## src/rtl/ssd_display_driver.sv

```systemverilog
// Binary-to-BCD (sequential double-dabble) converter driving a 4-digit common-anode seven-segment display.
// Optional build macro SSD_LEADING_ZERO_BLANK_EN blanks leading-zero digits (units digit always shown).
module ssd_display_driver #(
   parameter int IN_WIDTH    = 13,
   parameter int REFRESH_DIV = 100000
) (
   input  logic                clk,
   input  logic                reset,
   input  logic [IN_WIDTH-1:0] value,
   output logic [3:0]          anode,
   output logic [6:0]          cathode,
   output logic                busy
);

   localparam int            CW        = $clog2(REFRESH_DIV);
   localparam logic [CW-1:0] CNT_LAST  = CW'(REFRESH_DIV - 1);
   localparam logic [3:0]    ITER_LAST = 4'(IN_WIDTH - 1);

   typedef enum logic [1:0] {IDLE, CONV, LATCH} state_t;

   state_t              state, state_next;
   logic                capture, do_shift, do_latch;
   logic                force_flag;
   logic [IN_WIDTH-1:0] shift_reg, cap_value, last_captured;
   logic [15:0]         bcd, bcd_adj;
   logic [15+IN_WIDTH:0] dd_next;
   logic [3:0]          iter;
   logic [3:0]          digits [4];
   logic [CW-1:0]       cnt;
   logic [1:0]          idx;
   logic [3:0]          anode_next;
   logic [6:0]          cathode_next;

   function automatic logic [6:0] seg_code(input logic [3:0] d);
      case (d)
         4'd0:    seg_code = 7'b1000000;
         4'd1:    seg_code = 7'b1111001;
         4'd2:    seg_code = 7'b0100100;
         4'd3:    seg_code = 7'b0110000;
         4'd4:    seg_code = 7'b0011001;
         4'd5:    seg_code = 7'b0010010;
         4'd6:    seg_code = 7'b0000010;
         4'd7:    seg_code = 7'b1111000;
         4'd8:    seg_code = 7'b0000000;
         4'd9:    seg_code = 7'b0010000;
         default: seg_code = 7'b1111111;
      endcase
   endfunction

   always_ff @(posedge clk) begin
      if (reset) state <= IDLE;
      else       state <= state_next;
   end

   always_comb begin
      state_next = state;
      capture    = 1'b0;
      do_shift   = 1'b0;
      do_latch   = 1'b0;
      case (state)
         IDLE: begin
            if (force_flag || (value != last_captured)) begin
               capture    = 1'b1;
               state_next = CONV;
            end
         end
         CONV: begin
            do_shift = 1'b1;
            if (iter == ITER_LAST) state_next = LATCH;
         end
         LATCH: begin
            do_latch   = 1'b1;
            state_next = IDLE;
         end
         default: state_next = IDLE;
      endcase
   end

   assign busy = (state != IDLE);

   // Add-3 is confined to each nibble; a corrected nibble never exceeds 12 so no carry is lost.
   always_comb begin
      for (int i = 0; i < 4; i++) begin
         if (bcd[4*i +: 4] >= 4'd5) bcd_adj[4*i +: 4] = bcd[4*i +: 4] + 4'd3;
         else                       bcd_adj[4*i +: 4] = bcd[4*i +: 4];
      end
      dd_next = {bcd_adj, shift_reg} << 1;
   end

   always_ff @(posedge clk) begin
      if (reset) begin
         force_flag    <= 1'b1;
         shift_reg     <= '0;
         cap_value     <= '0;
         last_captured <= '0;
         bcd           <= '0;
         iter          <= '0;
         for (int i = 0; i < 4; i++) digits[i] <= '0;
      end else begin
         if (capture) begin
            force_flag <= 1'b0;
            shift_reg  <= value;
            cap_value  <= value;
            bcd        <= '0;
            iter       <= '0;
         end
         if (do_shift) begin
            bcd       <= dd_next[15+IN_WIDTH:IN_WIDTH];
            shift_reg <= dd_next[IN_WIDTH-1:0];
            iter      <= iter + 4'd1;
         end
         if (do_latch) begin
            for (int i = 0; i < 4; i++) digits[i] <= bcd[4*i +: 4];
            last_captured <= cap_value;
         end
      end
   end

   always_comb begin
      anode_next   = ~(4'b0001 << idx);
      cathode_next = seg_code(digits[idx]);
`ifdef SSD_LEADING_ZERO_BLANK_EN
      begin
         logic [3:0] lz;
         lz[3] = (digits[3] == 4'd0);
         lz[2] = lz[3] && (digits[2] == 4'd0);
         lz[1] = lz[2] && (digits[1] == 4'd0);
         lz[0] = 1'b0;
         if (lz[idx]) cathode_next = 7'b1111111;
      end
`endif
   end

   // Anode and cathode register on the same edge so a digit never shows another digit's segments.
   always_ff @(posedge clk) begin
      if (reset) begin
         cnt     <= '0;
         idx     <= '0;
         anode   <= 4'b1111;
         cathode <= 7'b1111111;
      end else begin
         if (cnt == CNT_LAST) begin
            cnt <= '0;
            idx <= idx + 2'd1;
         end else begin
            cnt <= cnt + 1'b1;
         end
         anode   <= anode_next;
         cathode <= cathode_next;
      end
   end

endmodule
```

## config.mk

```make
export PLATFORM = sky130hd
export DESIGN_NAME = ssd_display_driver
export DESIGN_NICKNAME = d
export VERILOG_FILES = /design/src/rtl/ssd_display_driver.sv
export SDC_FILE = /design/constraint.sdc
export NUM_CORES = 1
export LEC_CHECK = 0
export CORE_AREA = 2 2 103 115
export DETAILED_ROUTE_END_ITERATION = 16
export DIE_AREA = 0 0 105 117
export PLACE_DENSITY_LB_ADDON = 0.12
export SKIP_LAST_GASP = 1
export SYNTH_ARGS = -nofsm -noshare
export SYNTH_HDL_FRONTEND = slang
export SYNTH_SLANG_ARGS = --single-unit
```

## constraint.sdc

```tcl
create_clock -name clk -period 2.7 [get_ports clk]
set_clock_uncertainty 0.2 [all_clocks]
set_input_delay 0.27 -clock clk [delete_from_list [all_inputs] [get_ports clk]]
set_output_delay 0.27 -clock clk [all_outputs]
set_load 0.05 [all_outputs]
```

======== Yosys cells after proc, flatten, opt, wreduce, memory -nomap -nowiden ========
Memories as Yosys holds them, arrays and structs flattened. A register that Yosys moved wholly into a read port is not among the register bits.
Cells that the tools add are included.
cells by class
  shifts and indexed selects .............. 1
  magnitude comparators ................... 4
  equal/unequal tests ..................... 7
  mux-type cells .......................... 28
  add/sub/neg operators ................... 7
  reductions and logical operators ........ 7
  bitwise logic cells ..................... 5
operators with widths
  cell                   number
  $mux 4                 9
  $mux 16                2
  $mux 13                2
  $add 17x1->17 const B  1
  $eq 17x17->1 const B   1
  $ge 4x3->1 const B     4
  $ne 13x13->1           1
  $add 4x2->4 const B    3
  $mux 1                 9
  $mux 2                 4
  $add 4x1->4 const B    1
  $eq 4x4->1 const B     1
  $ne 2x2->1 const B     2
  $not 4->4              1
  $or 1x1->1             4
  $pmux 2 s2             1
  $reduce_bool 2->1      2
  $reduce_or 2->1        2
  $shl 1x2->4 const A    1
  $add 3x2->3 const B    1
  $mux 3                 1
  $add 2x1->2 const B    1
  $eq 2x1->1 const B     1
  $eq 2x2->1 const B     1
  other kinds (3)        3
storage, ports and cells
  memories ................................ 2
  input port bits ......................... 15
  output and inout bits ................... 12
  logic and storage cells ................. 72
  register bits after elaboration ......... 85
  RAM bits ................................ 16
  memory bits (read-only) ................. 112
memories
  memory           depth  bits a word  read ports  clocked after Yosys merged registers in  wr ports  line  RTL
  (no name shown)  16     7            1           1                                        0         35    case (d)
  digits           4      4            1           1                                        4         28    logic [3:0] digits [4];

======== Logic depth before layout (Yosys ltp) ========
  word-level depth ........................ 6
  gate-level depth with buffers ........... 8
  gate-level depth less buffers ........... 7

======== Least setup slack after synthesis ========
OpenSTA, ideal clock, no wires.
  path kind ............................... reg2reg
  from .................................... reg state[0]
  to ...................................... mem digits[0][0] (enable)
  clock period less this slack ............ 2.037 ns
  buffers on the path ..................... 2
  library setup time ...................... 0.322 ns
  arrival time ............................ 1.515 ns
  stages on the path, launching flop included .. 6
  data required time ...................... 2.178 ns
  setup slack ............................. 0.663 ns
  path through ............................ dfxtp_1 > buf_2 > clkinv_1 > a21oi_1 > clkbuf_1 > inv_1
RTL lines
  element                 line  RTL
  from (decl)             21    state_t state, state_next;
  from (signal assigned)  52    else state <= state_next;
  to (decl)               28

======== Final worst setup path ========
  from .................................... reg state[1]
  to ...................................... out busy
between the ends
  longest elaborated chain between the ends .. 1
ends and longest elaborated chain
  element            line  RTL
  $reduce_bool 2->1  79    assign busy = (state != IDLE);
  to (decl)          12    output logic busy
No other way between the ends.

==> impl_metrics.tcl <==
set metrics [dict create \
    status "finished, final reports clean" \
    nets 550 \
    ys_seq_area_share_pct 48.35 \
    r2r_end "cnt[8]$_SDFF_PP0_" \
    cts_root_buffer "clkbuf_16" \
    synth.distinct_cells 46 \
    cp_slowest_cell "clkdlybuf4s50_1" \
    busiest_layer "met2" \
    diodes 0 \
    setup_viol 0 \
    end_kind "output pin" \
    regMostFlops "cnt" \
    fin_crit_sh_pct 90.09 \
    drt-initial-drc-count 139 \
    drc_errors 0 \
    dp_hpwl_um 7168 \
    grt_pass1_wl_um 16920 \
    p_int_mw 2.610 \
    cp_cell_sequence "or2_2, clkdlybuf4s50_1" \
    startpoint "state[1]$_SDFFE_PP0P_" \
    final_cell_mix "dfxtp_1 (94), nor2_1 (48), o21ai_0 (27), nand2_1 (25), clkdlybuf4s50_1 (25)" \
    critical_path.max_stage_delay_ns 0.82 \
    arrival_ns 1.96 \
    grt_start_max_net_pins 21 \
    cts_tree "done" \
    synthFlopType "dfxtp_1" \
    clk_pin_slew_worst_paths_ns 0.07 \
    path_depth 2 \
    die_area_um2 12290 \
    hold_viol 0 \
    fin_ws_ns 0.2676 \
    finalMaxSlewViolations 0 \
    hp-class "input pin to flip-flop" \
    r2r_start "cnt[0]$_SDFF_PP0_" \
    io-pin-count 27 \
    pwr-share-comb_pct 8.1 \
    antenna_found_initial 0 \
    die_h_um 117 \
    dp.cells 654 \
    ys_ff_latch 110 \
    synth_nets 519 \
    via_per_inst 5.287 \
    place.gp.congestion 0.8291 \
    initial_core_util_pct 43.69 \
    fmax_mhz 411.1 \
    synth_edf_count 16 \
    global_route.usage.met2_pct 30.48 \
    drive_above_1_share_pct 9.231 \
    grt_use_total_pct 17.35 \
    area_growth_pct 16.21 \
    die_x_um 105 \
    max-vdd-ir-drop_uv 317.7 \
    max-slew-margin-rel_pct 52.75 \
    p_total_mw 3.437 \
    pwr_density_cell_nw_per_um2 605.4 \
    ys_async_sr_fraction_pct 0 \
    htreeDepth 3 \
    layout_commonest_cell "dfxtp_1" \
    largestRegisters "cnt: 17 flops, bcd: 16 flops, digits: 16 flops" \
    path_class "flip-flop to output pin" \
    post_cts_buffers 0 \
    tightest_slew_ns 0.7061 \
    cp_max_fo 11 \
    place_area_um2 5353 \
    numCtsBuffers 9 \
    num_vias 3542 \
    fp.coreArea_um2 11180 \
    rsz0062_at_grt "false" \
    hold_buffers 0 \
    first_pass_iters 5 \
    cts_sinks 110 \
    hold_ws_ns 0.1257 \
    swShare_pct 24.08 \
    cts-resized-gates 0 \
    power_frac_seq_pct 50.7 \
    grt_pass1_vias 3410 \
    clock_latency_ns 0.35 \
    port_buffers 26 \
    largest_reg_flops 17 \
    crit_family "buffers and inverters" \
    p_leak_nw 2.177 \
    start_kind "flip-flop" \
    rr_worst_depth 6 \
    wl_um 9990 \
    pre_cts_ws_ns 0.07410 \
    gr-usage-met1_pct 21.71 \
    fin_util_pct 50.77 \
    synth_area_um2 4886 \
    p_clk_share_pct 41.2 \
    yosysWarnings 0 \
    gr-usage-met3_pct 2.879 \
    critPathCapture "busy" \
    final_cell_area_um2 5678 \
    fin_crit_ns 2.432 \
    clockBufferDepth 2 \
    switchingPower_mw 0.8276 \
    r2r_slack_ns 0.47 \
    critPathBufInv 1 \
    setup_tns_ns 0 \
    grt_overflow 0 \
    maxCapViolations 0 \
    wl_per_cell_um 14.91 \
    final_cells 670 \
    synth.avg_cell_area_um2 10.09 \
    rows 41 \
    cp.required_ns 2.23 \
    synthCells 484 \
    ant_nets 0 \
]
==> power by group through the flow <==
stage	sequential [mW]	clock, mW	combinational [mW]
after floorplan	1.80	0	0.155
after detailed placement	1.78	0	0.278
after CTS	1.74	1.45	0.281
after global routing	1.75	1.52	0.306
after global placement	1.78	0	0.277
final	1.74	1.42	0.278
==> synth_stat cells (all sizes together) (11+ instances only) <==
library cell,number,area [um^2]
dfxtp,94,1882
o21ai,27,135.1
nand3,12,60.06
xnor2,15,131.4
a22o,17,148.9
nand2,25,93.84
o21a,11,82.58
inv,18,67.56
a21oi,22,110.1
nor2,49,186.4
xor2,23,201.4
nor3,16,80.08
ha,20,250.2
mux2i,17,170.2
edfxtp,16,480.5
clkbuf,14,53.80
==> layer usage <==
metal	vias up	wire [um]	share of wire [%]
li1	1770	-	-
met1	1713	4631	46
met2	49	4935	49
met3	10	276	2.8
met4	0	147	1.5
met5	-	0	0
==> layout make-up <==
class                           count  area (um^2)
Inverter                           19        71.32
Multi-Input combinational cell    332         2349
Clock inverter                      6        75.07
Fill cell                        1099         5505
Tap cell                          150        187.7
Timing Repair Buffer               43        382.9
Clock buffer                       10        250.2
Sequential cell                   110         2362
==> cells by family (layout without fill, tap and decap cells) <==
kind of cell    count (synthesis)  count (layout)  synth area share, %
compound gates                104             104                14.75
xor+xnor                       38              38                6.812
fa+ha+maj                      20              20                5.122
buf+inv                        42              78                3.585
flops                         110             110                48.35
mux                            21              21                5.327
simple gates                  149             149                16.06
==> worst min path at each step <==
stage,from,to,slack [ns],depth (start not counted)
3_3_place_gp,cnt[0]$_SDFF_PP0_,cnt[0]$_SDFF_PP0_,0.23,1
4_1_cts,reset,cap_value[1]$_SDFFE_PP0N_,0.13,2
5_1_grt,reset,cap_value[1]$_SDFFE_PP0N_,0.14,2
6_report,reset,cap_value[1]$_SDFFE_PP0N_,0.13,2
2_1_floorplan,cnt[0]$_SDFF_PP0_,cnt[0]$_SDFF_PP0_,0.21,1
3_5_place_dp,cnt[0]$_SDFF_PP0_,cnt[0]$_SDFF_PP0_,0.23,1
(Power assumes the default switching activity.)
